`src/rtl/in_buf_fft16_if.sv`:
```
// rtl/in_buf_fft16_if.sv - mapper/FFT16 side bundle for the ping-pong input buffer
interface in_buf_fft16_if #(
   parameter int DOUBLE_DATA_WIDTH = 32
);
   logic                         i_valid_in_buf_fft16;
   logic [DOUBLE_DATA_WIDTH-1:0] i_data_in_buf_fft16;
   logic                         o_ready_in_buf_fft16;
   logic                         i_flush_in_buf_fft16;
   logic                         i_frame_ack_in_buf_fft16;
   logic                         o_frame_valid_in_buf_fft16;
   logic [DOUBLE_DATA_WIDTH-1:0] o_data_in_buf_fft16 [16];
   logic [3:0]                   o_fill_cnt_in_buf_fft16;
   logic                         o_overflow_in_buf_fft16;

   // Buffer side
   modport slave (
      input  i_valid_in_buf_fft16, i_data_in_buf_fft16, i_flush_in_buf_fft16,
             i_frame_ack_in_buf_fft16,
      output o_ready_in_buf_fft16, o_frame_valid_in_buf_fft16, o_data_in_buf_fft16,
             o_fill_cnt_in_buf_fft16, o_overflow_in_buf_fft16
   );

   // Mapper / FFT16 side
   modport master (
      output i_valid_in_buf_fft16, i_data_in_buf_fft16, i_flush_in_buf_fft16,
             i_frame_ack_in_buf_fft16,
      input  o_ready_in_buf_fft16, o_frame_valid_in_buf_fft16, o_data_in_buf_fft16,
             o_fill_cnt_in_buf_fft16, o_overflow_in_buf_fft16
   );
endinterface

```
`src/rtl/in_buf_fft16.sv`:
```
// rtl/in_buf_fft16.sv - two-bank 16-sample ping-pong input buffer feeding the FFT16
// Optional macro IN_BUF_FFT16_BITREV_EN: store sample k at index bitrev4(k).
module in_buf_fft16 #(
   parameter int DATA_WIDTH        = 16,
   parameter int DOUBLE_DATA_WIDTH = 2 * DATA_WIDTH
) (
   input  logic          i_clk_in_buf_fft16,
   input  logic          i_rst_n,
   in_buf_fft16_if.slave bus
);

   logic [DOUBLE_DATA_WIDTH-1:0] r_bank [2][16];
   logic       r_wr_bank;
   logic       r_rd_bank;
   logic [3:0] r_cnt;
   logic [1:0] r_full;
   logic       r_overflow;

   logic       w_ready;
   logic       w_frame_valid;
   logic       w_accept;
   logic       w_ack;
   logic       w_last;
   logic [3:0] w_wr_idx;
   logic [1:0] w_full_nxt;

   assign w_ready       = ~r_full[r_wr_bank];
   assign w_frame_valid = r_full[r_rd_bank];
   // Flush wins over a sample offered in the same cycle
   assign w_accept      = bus.i_valid_in_buf_fft16 & w_ready & ~bus.i_flush_in_buf_fft16;
   assign w_ack         = bus.i_frame_ack_in_buf_fft16 & w_frame_valid;
   assign w_last        = w_accept & (r_cnt == 4'd15);

`ifdef IN_BUF_FFT16_BITREV_EN
   assign w_wr_idx = {r_cnt[0], r_cnt[1], r_cnt[2], r_cnt[3]};
`else
   assign w_wr_idx = r_cnt;
`endif

   // Completion and ack never hit the same bank: accept needs the write bank
   // empty, ack needs the read bank full.
   always_comb begin
      w_full_nxt = r_full;
      if (w_last)
         w_full_nxt[r_wr_bank] = 1'b1;
      if (w_ack)
         w_full_nxt[r_rd_bank] = 1'b0;
   end

   // Pointer, count, full-flag and overflow state
   always_ff @(posedge i_clk_in_buf_fft16 or negedge i_rst_n) begin
      if (!i_rst_n) begin
         r_wr_bank  <= 1'b0;
         r_rd_bank  <= 1'b0;
         r_cnt      <= 4'd0;
         r_full     <= 2'b00;
         r_overflow <= 1'b0;
      end else if (bus.i_flush_in_buf_fft16) begin
         r_wr_bank  <= 1'b0;
         r_rd_bank  <= 1'b0;
         r_cnt      <= 4'd0;
         r_full     <= 2'b00;
         r_overflow <= 1'b0;
      end else begin
         r_full <= w_full_nxt;
         if (w_accept)
            r_cnt <= r_cnt + 4'd1;
         if (w_last)
            r_wr_bank <= ~r_wr_bank;
         if (w_ack)
            r_rd_bank <= ~r_rd_bank;
         if (bus.i_valid_in_buf_fft16 && !w_ready)
            r_overflow <= 1'b1;
      end
   end

   // Sample storage; flush leaves contents alone, reset clears them
   always_ff @(posedge i_clk_in_buf_fft16 or negedge i_rst_n) begin
      if (!i_rst_n) begin
         for (int b = 0; b < 2; b++)
            for (int k = 0; k < 16; k++)
               r_bank[b][k] <= '0;
      end else if (w_accept) begin
         r_bank[r_wr_bank][w_wr_idx] <= bus.i_data_in_buf_fft16;
      end
   end

   assign bus.o_ready_in_buf_fft16       = w_ready;
   assign bus.o_frame_valid_in_buf_fft16 = w_frame_valid;
   assign bus.o_fill_cnt_in_buf_fft16    = r_cnt;
   assign bus.o_overflow_in_buf_fft16    = r_overflow;

   for (genvar g = 0; g < 16; g++) begin : g_out
      assign bus.o_data_in_buf_fft16[g] = r_bank[r_rd_bank][g];
   end

endmodule

```
`src/flat_wrapper.sv`:
```
// flat-port wrapper written by rule: the top's interface ports become plain ports
module in_buf_fft16_flat 
#(
   parameter int DATA_WIDTH        = 16,
   parameter int DOUBLE_DATA_WIDTH = 2 * DATA_WIDTH
)
  (i_clk_in_buf_fft16, i_rst_n, bus_i_valid_in_buf_fft16, bus_i_data_in_buf_fft16, bus_i_flush_in_buf_fft16, bus_i_frame_ack_in_buf_fft16, bus_o_ready_in_buf_fft16, bus_o_frame_valid_in_buf_fft16, bus_o_data_in_buf_fft16, bus_o_fill_cnt_in_buf_fft16, bus_o_overflow_in_buf_fft16);
  in_buf_fft16_if #(.DOUBLE_DATA_WIDTH(DOUBLE_DATA_WIDTH)) bus_i ();
  input  logic i_clk_in_buf_fft16;
  input  logic i_rst_n;
  input wire logic [$bits(bus_i.i_valid_in_buf_fft16)-1:0] bus_i_valid_in_buf_fft16;
  input wire logic [$bits(bus_i.i_data_in_buf_fft16)-1:0] bus_i_data_in_buf_fft16;
  input wire logic [$bits(bus_i.i_flush_in_buf_fft16)-1:0] bus_i_flush_in_buf_fft16;
  input wire logic [$bits(bus_i.i_frame_ack_in_buf_fft16)-1:0] bus_i_frame_ack_in_buf_fft16;
  output wire logic [$bits(bus_i.o_ready_in_buf_fft16)-1:0] bus_o_ready_in_buf_fft16;
  output wire logic [$bits(bus_i.o_frame_valid_in_buf_fft16)-1:0] bus_o_frame_valid_in_buf_fft16;
  output wire logic [$bits(bus_i.o_data_in_buf_fft16)-1:0] bus_o_data_in_buf_fft16;
  output wire logic [$bits(bus_i.o_fill_cnt_in_buf_fft16)-1:0] bus_o_fill_cnt_in_buf_fft16;
  output wire logic [$bits(bus_i.o_overflow_in_buf_fft16)-1:0] bus_o_overflow_in_buf_fft16;
  assign bus_i.i_valid_in_buf_fft16 = bus_i_valid_in_buf_fft16;
  assign bus_i.i_data_in_buf_fft16 = bus_i_data_in_buf_fft16;
  assign bus_i.i_flush_in_buf_fft16 = bus_i_flush_in_buf_fft16;
  assign bus_i.i_frame_ack_in_buf_fft16 = bus_i_frame_ack_in_buf_fft16;
  assign bus_o_ready_in_buf_fft16 = bus_i.o_ready_in_buf_fft16;
  assign bus_o_frame_valid_in_buf_fft16 = bus_i.o_frame_valid_in_buf_fft16;
  assign bus_o_data_in_buf_fft16 = {>>{bus_i.o_data_in_buf_fft16}};
  assign bus_o_fill_cnt_in_buf_fft16 = bus_i.o_fill_cnt_in_buf_fft16;
  assign bus_o_overflow_in_buf_fft16 = bus_i.o_overflow_in_buf_fft16;
  in_buf_fft16 #(.DATA_WIDTH(DATA_WIDTH), .DOUBLE_DATA_WIDTH(DOUBLE_DATA_WIDTH)) u_core (.i_clk_in_buf_fft16(i_clk_in_buf_fft16), .i_rst_n(i_rst_n), .bus(bus_i));
endmodule
```
`config.mk`:
```
export PLATFORM = sky130hd
export DESIGN_NAME = in_buf_fft16_flat
export DESIGN_NICKNAME = d
export VERILOG_FILES = /design/src/rtl/in_buf_fft16_if.sv /design/src/rtl/in_buf_fft16.sv /design/src/flat_wrapper.sv
export SDC_FILE = /design/constraint.sdc
export NUM_CORES = 1
export LEC_CHECK = 0
export ABC_AREA = 0
export BUFFER_PORTS_ARGS = -buffer_cell sky130_fd_sc_hd__buf_2
export CORE_ASPECT_RATIO = 2
export CORE_MARGIN = 10
export CORE_UTILIZATION = 55
export CTS_BUF_LIST = sky130_fd_sc_hd__clkbuf_8
export CTS_CLUSTER_SIZE = 8
export DETAILED_ROUTE_END_ITERATION = 12
export GPL_ROUTABILITY_DRIVEN = 0
export HOLD_SLACK_MARGIN = 0.02
export PLACE_DENSITY_LB_ADDON = 0.25
export SLEW_MARGIN = 20
export SYNTH_ARGS = -nofsm -noshare
export SYNTH_HDL_FRONTEND = slang
export SYNTH_SLANG_ARGS = --single-unit
export TNS_END_PERCENT = 30
```
`constraint.sdc`:
```
create_clock -name i_clk_in_buf_fft16 -period 3 [get_ports i_clk_in_buf_fft16]
set_clock_uncertainty 0.2 [all_clocks]
set_input_delay 0.15 -clock i_clk_in_buf_fft16 [delete_from_list [all_inputs] [get_ports i_clk_in_buf_fft16]]
set_output_delay 0.15 -clock i_clk_in_buf_fft16 [all_outputs]
set_load 0.05 [all_outputs]
```
# After elaboration in Yosys (flattened, before gate mapping)
# Index checks and enable logic that the tools add are counted.
dict set report word_totals {
  output_inout_bits 519
  ff_bits 1033
  wordCells 98
  input_bits 37
}
dict set report classes {
  addsub 1
  mux 27
  eq_ne 1
  reduce_logical 9
  n_lt_le_gt_ge 9
  n_bitwise 14
}
# operator count
set ops {}
lappend ops {{512-bit two-way mux} 4}
lappend ops {{1024-bit bitwise mux} 1}
lappend ops {{512-bit demux with 1-bit select} 1}
lappend ops {{32-bit demux with 4-bit select} 1}
lappend ops {{32-bit two-way mux} 1}
lappend ops {{1-bit two-way mux} 12}
lappend ops {{4-bit two-way mux} 2}
lappend ops {{2-bit nonzero test} 4}
lappend ops {{2-bit two-way mux} 3}
lappend ops {{5-bit greater-or-equal comparator (second input constant)} 1}
lappend ops {{1-bit logical AND} 5}
lappend ops {{5-bit by 1-bit less-than comparator with 1-bit output (second input constant)} 1}
lappend ops {{4-bit NOT with 5-bit output} 1}
lappend ops {{4-bit by 1-bit adder with 4-bit output (second input constant)} 1}
lappend ops {{1-bit AND} 4}
lappend ops {{4-bit == test (second input constant)} 1}
lappend ops {{2-bit greater-or-equal comparator (second input constant)} 2}
lappend ops {{1-bit by 2-bit less-than comparator with 1-bit output (second input constant)} 2}
lappend ops {{1-bit NOT} 4}
lappend ops {{1-bit NOT with 2-bit output} 2}
lappend ops {{2-bit AND} 1}
lappend ops {{1-bit demux with 1-bit select} 2}
lappend ops {{1-bit greater-or-equal comparator (second input constant)} 2}
lappend ops {{2-bit by 1-bit less-than comparator with 1-bit output (second input constant)} 1}
lappend ops {{2 further kinds} 2}

# Depth between registers and ports, before layout
# Gate-level depths: netlist (run 1).
dict set report logic_depth {
  word_depth 10
  mapped_depth 8
}

# Least setup slack after synthesis (run 1)
# Ideal clock, no wire load.
dict set report synth_path {
  path_type {flip-flop to flip-flop}
  start {reg u_core.r_cnt[0], in the netlist u_core.bus.o_fill_cnt_in_buf_fft16[0]}
  end {reg u_core.r_bank[75] (netlist name)}
  slack_ps 601
  setup_ps 125
  n_path_buf 3
  path_stages_with_launch 8
  period_less_slack_ps 2399
  t_arrival_ps 2074
  path_cell_list {dfrtp_1 ha_1 and3b_1 clkbuf_2 nor4bb_1 clkbuf_2 buf_4 mux2_2}
}
dict set report synth_via {
  elab_chain_cells 8
}
# element line_no
set synth_rtl {}
lappend synth_rtl {{start: declaration} in_buf_fft16.sv:15} ;# logic [3:0] r_cnt;
lappend synth_rtl {{start signal: assignment} in_buf_fft16.sv:67} ;# r_cnt <= r_cnt + 4'd1;
lappend synth_rtl {{4-bit NOT with 5-bit output (not written as such) (*)} in_buf_fft16.sv:84} ;# r_bank[r_wr_bank][w_wr_idx] <= bus.i_data_in_buf_fft16;
lappend synth_rtl {{5-bit greater-or-equal comparator (not written as such) or 5-bit by 1-bit less-than comparator with 1-bit output (tied branches)} in_buf_fft16.sv:84}
lappend synth_rtl {{1-bit logical AND (not written as such)} in_buf_fft16.sv:84}
lappend synth_rtl {{32-bit two-way mux (not written as such)} in_buf_fft16.sv:84}
lappend synth_rtl {{32-bit demux with 4-bit select (*)} in_buf_fft16.sv:84}
lappend synth_rtl {{512-bit two-way mux (not written as such) (*)} in_buf_fft16.sv:84}
lappend synth_rtl {{512-bit demux with 1-bit select (*)} in_buf_fft16.sv:84}
lappend synth_rtl {{1024-bit bitwise mux (*)} in_buf_fft16.sv:84}
lappend synth_rtl {{end signal: indexed assignment} in_buf_fft16.sv:84}
lappend synth_rtl {{end: declaration} in_buf_fft16.sv:12} ;# logic [DOUBLE_DATA_WIDTH-1:0] r_bank [2][16];
# Every way passes the cells marked *; elsewhere a longest branch is shown, timed or not.
# A chain may end at the register's enable or synchronous reset.

# Worst setup path after layout (run 1)
dict set report layout_path {
  start {reg u_core.r_rd_bank}
  end {out bus_o_data_in_buf_fft16[49]}
}
dict set report layout_via {
  elab_chain_cells 4
}
# element line_no
set layout_rtl {}
lappend layout_rtl {{start: declaration} in_buf_fft16.sv:14} ;# logic r_rd_bank;
lappend layout_rtl {{start signal: assignment} in_buf_fft16.sv:71} ;# r_rd_bank <= ~r_rd_bank;
lappend layout_rtl {{1-bit NOT with 2-bit output (not written as such)} in_buf_fft16.sv:94} ;# assign bus.o_data_in_buf_fft16[g] = r_bank[r_rd_bank][g];
lappend layout_rtl {{512-bit two-way mux (3 in a row)} --}
lappend layout_rtl {{end: declaration} flat_wrapper.sv:17} ;# output wire logic [$bits(bus_i.o_data_in_buf_fft16)-1:0] bus_o_data_in_buf_fft16;
# Every way passes these cells. The select of a mux whose other input is x is not followed.

==> results of run 1 <==
-- power by group --
part           internal [mW]  switching, mW  leakage (nW)  total [mW]
combinational           1.14           3.17          12.4        4.31
clock                   5.04           5.09          1.41        10.1
sequential              14.4          0.250          14.2        14.7
total                   20.6           8.51          28.0        29.1
-- tightest hold or removal path, delay by kind of cell --
family | cells | cell delay, ns
AOI/OAI and AO/OA | 1 | 0.15
and+or+nand+nor | 1 | 0.05
buffers and inverters | 2 | 0.75
-- placed cells by master, fill, tap and decap left out, types with 2 or more instances in the layout --
cell / netlist / layout
mux2_2: 1529 / 1529
dfrtp_1: 1033 / 1032
buf_2: 105 / 554
clkbuf_8: 0 / 166
buf_4: 13 / 58
inv_1: 7 / 40
dlygate4sd3_1: 0 / 38
buf_12: 0 / 38
nand2_2: 0 / 22
mux2_1: 8 / 8
a21oi_1: 6 / 6
o21ai_0: 6 / 5
or3_1: 5 / 5
nand2_1: 26 / 4
and4bb_2: 4 / 4
nand4_1: 4 / 4
ha_1: 4 / 4
and3b_1: 3 / 3
nor4b_1: 3 / 3
nor2_1: 3 / 3
inv_6: 0 / 3
nor2b_1: 2 / 2
and4_2: 0 / 2
nor4bb_1: 4 / 2
nand3_2: 0 / 2
nor4bb_4: 0 / 2
clkinvlp_4: 0 / 2
clkinv_2: 0 / 2
-- cell type report --
cell class / instances / area (sq um)
Antenna cell: 1 / 2.50
Clock buffer: 166 / 2280
Clock inverter: 42 / 216
Fill cell: 5949 / 29200
Inverter: 7 / 26.3
Multi-Input combinational cell: 1622 / 18000
Sequential cell: 1033 / 25900
Tap cell: 1050 / 1310
Timing Repair Buffer: 690 / 4390
-- routing by layer --
layer	part of all wire [%]	global-route usage, %	vias to the layer above	routed length, um
li1	-	-	11539	-
met1	39	31.9	14478	50500
met2	51	47.0	867	66400
met3	7.0	7.46	203	9030
met4	3.0	9.19	4	3850
met5	0.013	0	-	17
-- stage by stage --
stage,utilization [%],power (mW),instances
finish,64.1,29.1,4611
global route,64.1,30.2,4611
CTS,64.1,29.4,4610
detailed placement,60.4,19.2,4359
global placement,60.4,19.1,4359
floorplan,-,17.7,2929
-- registers in the layout, indices dropped and copies added, names as in the netlist --
name                                cells
u_core.r_wr_bank                        1
u_core.r_full                           2
u_core.bus.o_fill_cnt_in_buf_fft16      4
u_core.bus.o_overflow_in_buf_fft16      1
u_core.r_bank                        1024
u_core.r_rd_bank                        1
-- logic make-up (layout without fill, tap and decap cells) --
| logic type | count (synthesis) | count (layout) | share of synthesized area (%) |
|---|---|---|---|
| compound gates | 16 | 16 | 0.206 |
| fa+ha+maj | 4 | 4 | 0.111 |
| buf+inv | 274 | 905 | 2.75 |
| flops | 1033 | 1033 | 57.5 |
| mux | 1537 | 1537 | 38.5 |
| other cells | 0 | 1 | 0 |
| simple gates | 65 | 65 | 0.963 |
-- worst paths after layout --
check / start / endpoint / slack, ns / cells past startpoint
setup / recovery: u_core.r_rd_bank / bus_o_data_in_buf_fft16[49] / 0.14 / 4
hold / removal: bus_i_valid_in_buf_fft16 / u_core.bus.o_overflow_in_buf_fft16 / 0.15 / 4
setup reg to reg: u_core.bus.o_fill_cnt_in_buf_fft16[2] / u_core.r_bank[619] / 0.35 / 4
hold reg to reg: u_core.r_bank[542] / u_core.r_bank[542] / 0.29 / 1
max in group asynchronous: i_rst_n / u_core.r_bank[76] / 1.35 / 5
min in group asynchronous: i_rst_n / u_core.r_bank[605] / 0.55 / 4
-- timing repair --
item | CTS | global route
setup buffers | 4 | 0
setup endpoints to repair | 273 | 1
hold endpoints to repair | 2058 | 0
hold buffers | 39 | 0
resized for setup | 0 | 1
==> results.sh, run 1 <==
export IMPL_first_pass_iters=7
export IMPL_die_h_um=424
export IMPL_final_hold_violation_count=0
export IMPL_layout_setup_ws_ns=0.142
export IMPL_synth_edff_count=0
export IMPL_start_util_pct=55.3
export IMPL_yosys_warnings=0
export IMPL_tightest_slew_ns=0.969
export IMPL_async_flop_share_pct=100
export IMPL_grt_remaining_overflow=0
export IMPL_path_clk_slew_ns=0.06
export IMPL_post_dp_cell_area_sq_um=49100
export IMPL_grt_pass1_wl_mm=195
export IMPL_nets=3548
export IMPL_crit_path_top_delay_cell="dfrtp_4"
export IMPL_syn_num_nets=2970
export IMPL_ant_nets=0
export IMPL_route_detailed_wl_per_inst_um=28.1
export IMPL_rsz0062_at_grt="false"
export IMPL_required_ns=2.65
export IMPL_setup_worst_path_start_class="flip-flop"
export IMPL_synth_distinct_cells=35
export IMPL_dp_worst_setup_slack_ns=0.390
export IMPL_syn_cell_area_sq_um=45000
export IMPL_synth_common_cells="mux2_2, dfrtp_1, clkbuf_1, buf_2, nand2_1"
export IMPL_drcViolationCount=0
export IMPL_relSlewSlack_pct=35.4
export IMPL_hpwlAfterDp_mm=87.3
export IMPL_syn_to_final_growth_pct=15.8
export IMPL_vias=27091
export IMPL_antenna_found_initial=3
export IMPL_stdcell_area_sq_um=52100
export IMPL_leakage_nw=28.0
export IMPL_fin_crit_sh_pct=95.3
export IMPL_path_cells="buf_4, buf_12, mux2_2, buf_2"
export IMPL_slew_violations=0
export IMPL_synth_top_area_share_pct=57.5
export IMPL_ys_ff_latch=1033
export IMPL_seq_area_frac_synth_pct=57.5
export IMPL_cp_max_fo=51
export IMPL_drtIter0Drc=1660
export IMPL_maxCapViolations=0
export IMPL_postSynthAreaPerCell_sq_um=15.4
export IMPL_clock_path_buffers=3
export IMPL_power_density_nw_per_um2=559
export IMPL_die_w_um=222
export IMPL_wl_mm=130
export IMPL_setup_viol=0
export IMPL_io_pins=556
export IMPL_dieArea_sq_um=94300
export IMPL_cp_top_family="buffers and inverters"
export IMPL_hold_ws_ns=0.145
export IMPL_cp_end_kind="primary output"
export IMPL_synth_area_leaders="dfrtp_1, mux2_2, buf_2, clkbuf_1, buf_4"
export IMPL_htreeDepth=4
export IMPL_max_freq_ghz=0.350
export IMPL_min_delay_path_class="in -> reg"
export IMPL_max_stage_delay_ns=0.56
export IMPL_cts_root_buf="clkbuf_8"
export IMPL_grt_start_max_net_pins=97
export IMPL_port_buffers=555
export IMPL_coreArea_sq_um=81300
export IMPL_path_class="reg -> out"
export IMPL_cts_tree="built"
export IMPL_avgViaCountPerCell=5.88
export IMPL_cts_sinks=1033
export IMPL_rows=148
export IMPL_grt_total_usage_pct=27.1
export IMPL_cp_arrival_ns=2.51
export IMPL_ir_worst_vdd_v=0.000811
export IMPL_synth_top_area_cell="dfrtp_1"
export IMPL_grt_pass1_vias=30193
export IMPL_cts_buffers=153
export IMPL_syn_inst=2929
export IMPL_period_minus_slack_ns=2.86
export IMPL_setup_tns_ns=0
export IMPL_critical_path_buf_inv_count=3
export IMPL_status="finished, final reports clean"
export IMPL_synth_flop_cell="dfrtp_1"
export IMPL_insertion_delay_ns=0.79
export IMPL_yosysMostFrequentCell="mux2_2"
export IMPL_drive_above_1_share_pct=67.2
Power figures use the tool's default switching activity.
==> run 2, diff against run 1 <==
- SETUP_SLACK_MARGIN: not set -> 0.4
==> results.sh, run 2 (synthesized netlist as in run 1, its figures left out) <==
export IMPL_insertion_delay_ns=0.79
export IMPL_comb_power_share_pct=15.5
export IMPL_max_stage_delay_ns=0.44
export IMPL_grt_remaining_overflow=0
export IMPL_cts_tree="built"
export IMPL_start_util_pct=55.3
export IMPL_switching_share_pct=29.2
export IMPL_path_depth=5
export IMPL_maxCapViolations=0
export IMPL_cp_end_kind="primary output"
export IMPL_required_ns=2.65
export IMPL_drcViolationCount=0
export IMPL_largest_reg_flops=1024
export IMPL_antenna_found_initial=2
export IMPL_cts_root_buf="clkbuf_8"
export IMPL_cp_max_fo=30
export IMPL_die_w_um=222
export IMPL_grt_total_usage_pct=27.4
export IMPL_slew_violations=0
export IMPL_syn_to_final_growth_pct=19.4
export IMPL_path_clk_slew_ns=0.06
export IMPL_relSlewSlack_pct=34.7
export IMPL_grt_pass1_wl_mm=196
export IMPL_crit_path_top_delay_cell="dfrtp_4"
export IMPL_intPower_mw=20.8
export IMPL_cts_buffers=153
export IMPL_switchingPower_mw=8.57
export IMPL_layout_setup_ws_ns=0.260
export IMPL_crit_path_frequent_cell="buf_12"
export IMPL_dieArea_sq_um=94300
export IMPL_avgViaCountPerCell=5.88
export IMPL_nets=3576
export IMPL_hpwlAfterDp_mm=87.3
export IMPL_htreeDepth=4
export IMPL_top_register="u_core.r_bank"
export IMPL_instances_no_fill=4641
export IMPL_max_freq_ghz=0.365
export IMPL_period_minus_slack_ns=2.74
export IMPL_clock_path_buffers=3
export IMPL_worstHoldPathCells=4
export IMPL_drtIter0Drc=1814
export IMPL_vias=27288
export IMPL_reg2reg_slack_ns=0.46
export IMPL_ant_nets=0
export IMPL_power_density_nw_per_um2=547
export IMPL_grt_pass1_vias=30308
export IMPL_ir_worst_vdd_v=0.000812
export IMPL_critical_path_buf_inv_count=4
export IMPL_min_delay_path_class="in -> reg"
export IMPL_setup_viol=0
export IMPL_path_class="reg -> out"
export IMPL_die_h_um=424
export IMPL_coreArea_sq_um=81300
export IMPL_grt_start_max_net_pins=97
export IMPL_fill_cells=5770
export IMPL_first_pass_iters=5
export IMPL_p_seq_share_pct=50.0
export IMPL_port_buffers=555
export IMPL_final_common_cell="mux2_2"
export IMPL_final_hold_violation_count=0
export IMPL_status="finished, final reports clean"
export IMPL_setup_tns_ns=0
export IMPL_leakage_nw=28.5
export IMPL_rows=148
export IMPL_wl_mm=133
export IMPL_dp_worst_setup_slack_ns=0.390
export IMPL_cp_arrival_ns=2.39
export IMPL_fin_crit_sh_pct=91.3
export IMPL_io_pins=556
export IMPL_ff2ff_path_depth=6
export IMPL_layout_common_cells="mux2_2, dfrtp_1, buf_2, clkbuf_8, buf_4"
export IMPL_power_frac_clock_pct=34.6
export IMPL_setup_worst_path_start_class="flip-flop"
export IMPL_drive_above_1_share_pct=67.6
export IMPL_route_detailed_wl_per_inst_um=28.7
export IMPL_rsz0062_at_grt="true"
export IMPL_placed_cells=4359
export IMPL_cts_sinks=1033
export IMPL_path_cells="buf_12, buf_12, buf_12, mux2_2, buf_2"
export IMPL_tightest_slew_ns=0.979
export IMPL_cp_top_family="buffers and inverters"
-- run 2: metal layers --
layer / vias up / part of all wire (%) / track usage (%) / wire length (um)
met5: - / 0.0083 / 0 / 11
met4: 2 / 3.1 / 9.69 / 4160
li1: 11591 / - / - / -
met1: 14662 / 39 / 32.3 / 52400
met3: 197 / 6.3 / 7.41 / 8400
met2: 836 / 51 / 47.2 / 68200
-- run 2: power groups by stage --
stage	logic (mW)	registers [mW]	clock network (mW)
detailed placement	4.29	14.9	0
finish	4.54	14.7	10.1
CTS	4.42	14.7	10.4
floorplan	2.87	14.8	0
global placement	4.22	14.9	0
global route	4.75	14.7	10.9
-- run 2: final cells by class --
type                            instances  area [sq um]  area share (%)
Sequential cell                      1033         25900            48.1
Multi-Input combinational cell       1622         18100            33.7
Timing Repair Buffer                  718          5900            11.0
Clock buffer                          166          2280            4.25
Tap cell                             1050          1310            2.45
Clock inverter                         42           216           0.403
Inverter                                7          26.3          0.0489
Antenna cell                            3          7.51          0.0140
-- run 2: worst paths after layout --
check	from	end
min in group asynchronous	i_rst_n	u_core.r_bank[605]
max in group asynchronous	i_rst_n	u_core.r_bank[113]
worst min register to register	u_core.r_bank[102]	u_core.r_bank[102]
worst min-delay path	bus_i_valid_in_buf_fft16	u_core.bus.o_overflow_in_buf_fft16
worst max register to register	u_core.bus.o_fill_cnt_in_buf_fft16[0]	u_core.r_bank[107]
worst max-delay path	u_core.r_rd_bank	bus_o_data_in_buf_fft16[196]
-- run 2: repair_timing --
item,CTS,global route
pin swaps,0,1
setup buffers,9,3
hold endpoints to repair,2058,0
gates cloned,6,14
hold buffers,39,0
setup endpoints to repair,553,742
resized for setup,105,313
-- run 2: worst register-to-register path: stages, from the launching register on --
cell      delay [ns]
dfrtp_1         0.45
inv_1           0.13
ha_1            0.22
nand4b_1        0.24
nor4b_4         0.34
buf_4           0.42
mux2_2          0.42
-- run 2: per-stage QoR --
step	hold slack (ns)	utilization, %	power (mW)	area (sq um)
4_1_cts	0.0775	64.7	29.5	52600
3_5_place_dp	-0.0387	60.4	19.2	49100
2_1_floorplan	-0.346	-	17.7	45000
5_1_grt	0.138	66.1	30.4	53700
3_3_place_gp	-0.0421	60.4	19.1	49100
6_report	0.158	66.1	29.4	53700
==> run 3, diff against run 2 <==
==> constraint.sdc (replaced) <==
create_clock -name i_clk_in_buf_fft16 -period 3 [get_ports i_clk_in_buf_fft16]
set_clock_uncertainty 0.2 [all_clocks]
set_input_delay 0.3 -clock i_clk_in_buf_fft16 [delete_from_list [all_inputs] [get_ports i_clk_in_buf_fft16]]
set_output_delay 0.3 -clock i_clk_in_buf_fft16 [all_outputs]
set_load 0.05 [all_outputs]
==> results.sh, run 3 (synthesized netlist as in run 1, its figures left out) <==
export IMPL_status="finished, final reports clean"
export IMPL_fill_cells=5757
export IMPL_path_class="reg -> out"
export IMPL_start_util_pct=55.3
export IMPL_ir_worst_vdd_v=0.000614
export IMPL_cts_root_buf="clkbuf_8"
export IMPL_first_pass_iters=5
export IMPL_comb_power_share_pct=16.1
export IMPL_holdPathEnd="u_core.r_bank[769]"
export IMPL_path_clk_slew_ns=0.07
export IMPL_setup_tns_ns=0
export IMPL_min_delay_path_class="in -> reg"
export IMPL_p_seq_share_pct=50.3
export IMPL_drcViolationCount=0
export IMPL_die_w_um=222
export IMPL_switching_share_pct=29.2
export IMPL_drtIter0Drc=1786
export IMPL_r2r_start="u_core.bus.o_fill_cnt_in_buf_fft16[2]"
export IMPL_grt_pass1_vias=30685
export IMPL_top_register="u_core.r_bank"
export IMPL_grt_total_usage_pct=27.9
export IMPL_slew_violations=0
export IMPL_hpwlAfterDp_mm=88.2
export IMPL_cts_buffers=150
export IMPL_syn_to_final_growth_pct=20.5
export IMPL_avgViaCountPerCell=5.91
export IMPL_largest_reg_flops=1024
export IMPL_drive_above_1_share_pct=68.4
export IMPL_cp_max_fo=10
export IMPL_rsz0062_at_grt="true"
export IMPL_clock_path_buffers=3
export IMPL_period_minus_slack_ns=2.90
export IMPL_vias=27322
export IMPL_port_buffers=555
export IMPL_cts_sinks=1033
export IMPL_grt_start_max_net_pins=81
export IMPL_cp_end_kind="primary output"
export IMPL_reg2reg_slack_ns=0.28
export IMPL_insertion_delay_ns=0.82
export IMPL_layout_common_cells="mux2_2, dfrtp_1, buf_4, buf_2, clkbuf_8"
export IMPL_grt_remaining_overflow=0
export IMPL_max_freq_ghz=0.345
export IMPL_io_pins=556
export IMPL_switchingPower_mw=8.52
export IMPL_setup_viol=0
export IMPL_relSlewSlack_pct=35.4
export IMPL_maxCapViolations=0
export IMPL_final_util_pct=66.6
export IMPL_required_ns=2.50
export IMPL_tightest_slew_ns=0.969
export IMPL_htreeDepth=4
export IMPL_cts_tree="built"
export IMPL_final_common_cell="mux2_2"
export IMPL_die_h_um=424
export IMPL_setup_worst_path_start_class="flip-flop"
export IMPL_seq_area_sq_um=25900
export IMPL_route_detailed_wl_per_inst_um=29.2
export IMPL_final_hold_violation_count=0
export IMPL_min_from="bus_i_data_in_buf_fft16[1]"
export IMPL_cp_arrival_ns=2.40
export IMPL_power_frac_clock_pct=33.6
export IMPL_power_density_nw_per_um2=538
export IMPL_ff2ff_path_depth=4
export IMPL_nets=3578
export IMPL_worstReg2RegEnd="u_core.r_bank[614]"
export IMPL_leakage_nw=28.5
export IMPL_coreArea_sq_um=81300
export IMPL_rows=148
export IMPL_dieArea_sq_um=94300
export IMPL_ant_nets=0
export IMPL_multi_input_area_sq_um=18100
export IMPL_intPower_mw=20.6
export IMPL_wl_mm=135
export IMPL_fin_crit_sh_pct=96.7
export IMPL_grt_pass1_wl_mm=199
export IMPL_antenna_found_initial=2
export IMPL_worstHoldPathCells=2
==> run 3: how the worst max path moves through the flow <==
stage / startpoint / end / cells after the start
floorplan: u_core.r_rd_bank / bus_o_frame_valid_in_buf_fft16 / 4
global route: u_core.r_rd_bank / bus_o_data_in_buf_fft16[239] / 5
global placement: u_core.bus.o_fill_cnt_in_buf_fft16[1] / u_core.r_bank[611] / 6
CTS: u_core.r_rd_bank / bus_o_data_in_buf_fft16[299] / 5
finish: u_core.r_rd_bank / bus_o_data_in_buf_fft16[35] / 5
detailed placement: u_core.bus.o_fill_cnt_in_buf_fft16[2] / u_core.r_bank[616] / 4
==> run 3: worst max-delay path, cell delays in order (launching register included) <==
cell	delay, ns
dfrtp_4	0.45
buf_12	0.16
buf_16	0.19
clkbuf_16	0.19
mux2_2	0.38
buf_4	0.20
==> run 3: metrics by stage <==
step	hold slack [ns]	instance area [sq um]	total power, mW	std cells	setup WS (ns)
2_1_floorplan	-0.196	45000	17.7	2929	0.488
3_3_place_gp	0.116	49200	19.1	4369	0.416
3_5_place_dp	0.111	49200	19.2	4369	0.295
4_1_cts	0.0205	52900	29.1	4598	0.0405
5_1_grt	0.0708	54200	30.2	4625	0.0756
6_report	0.0861	54200	29.2	4625	0.0985
==> run 3: power by group through the flow <==
| stage | combinational (mW) | clock, mW | sequential [mW] |
|---|---|---|---|
| 2_1_floorplan | 2.87 | 0 | 14.8 |
| 4_1_cts | 4.44 | 10.0 | 14.7 |
| 5_1_grt | 4.87 | 10.6 | 14.7 |
| 3_5_place_dp | 4.29 | 0 | 14.9 |
| 3_3_place_gp | 4.23 | 0 | 14.9 |
| 6_report | 4.68 | 9.80 | 14.7 |
==> run 3: area by class of cell <==
cell class | count | area share, %
repair buffers | 723 | 12.0
well taps | 1050 | 2.43
clock buffers | 160 | 4.06
inverters | 7 | 0.0485
diodes | 1 | 0.00462
multi-input cells | 1622 | 33.4
flip-flops and latches | 1033 | 47.7
clock inverters | 29 | 0.286
==> run 3: metal layers <==
layer  GRT usage (%)  share of wire (%)
met1            33.0                 39
met2            48.3                 51
met3            6.80                6.6
met4            10.4                3.2
met5               0             0.0052
==> run 3: what timing repair did <==
action                                  in CTS  in global routing
buffers inserted                            15                  7
hold endpoints to repair                  1066                  0
endpoints found under the setup margin     534                643
gates cloned                                 9                 19
hold buffers                                16                  0
gates resized for setup                    247                381
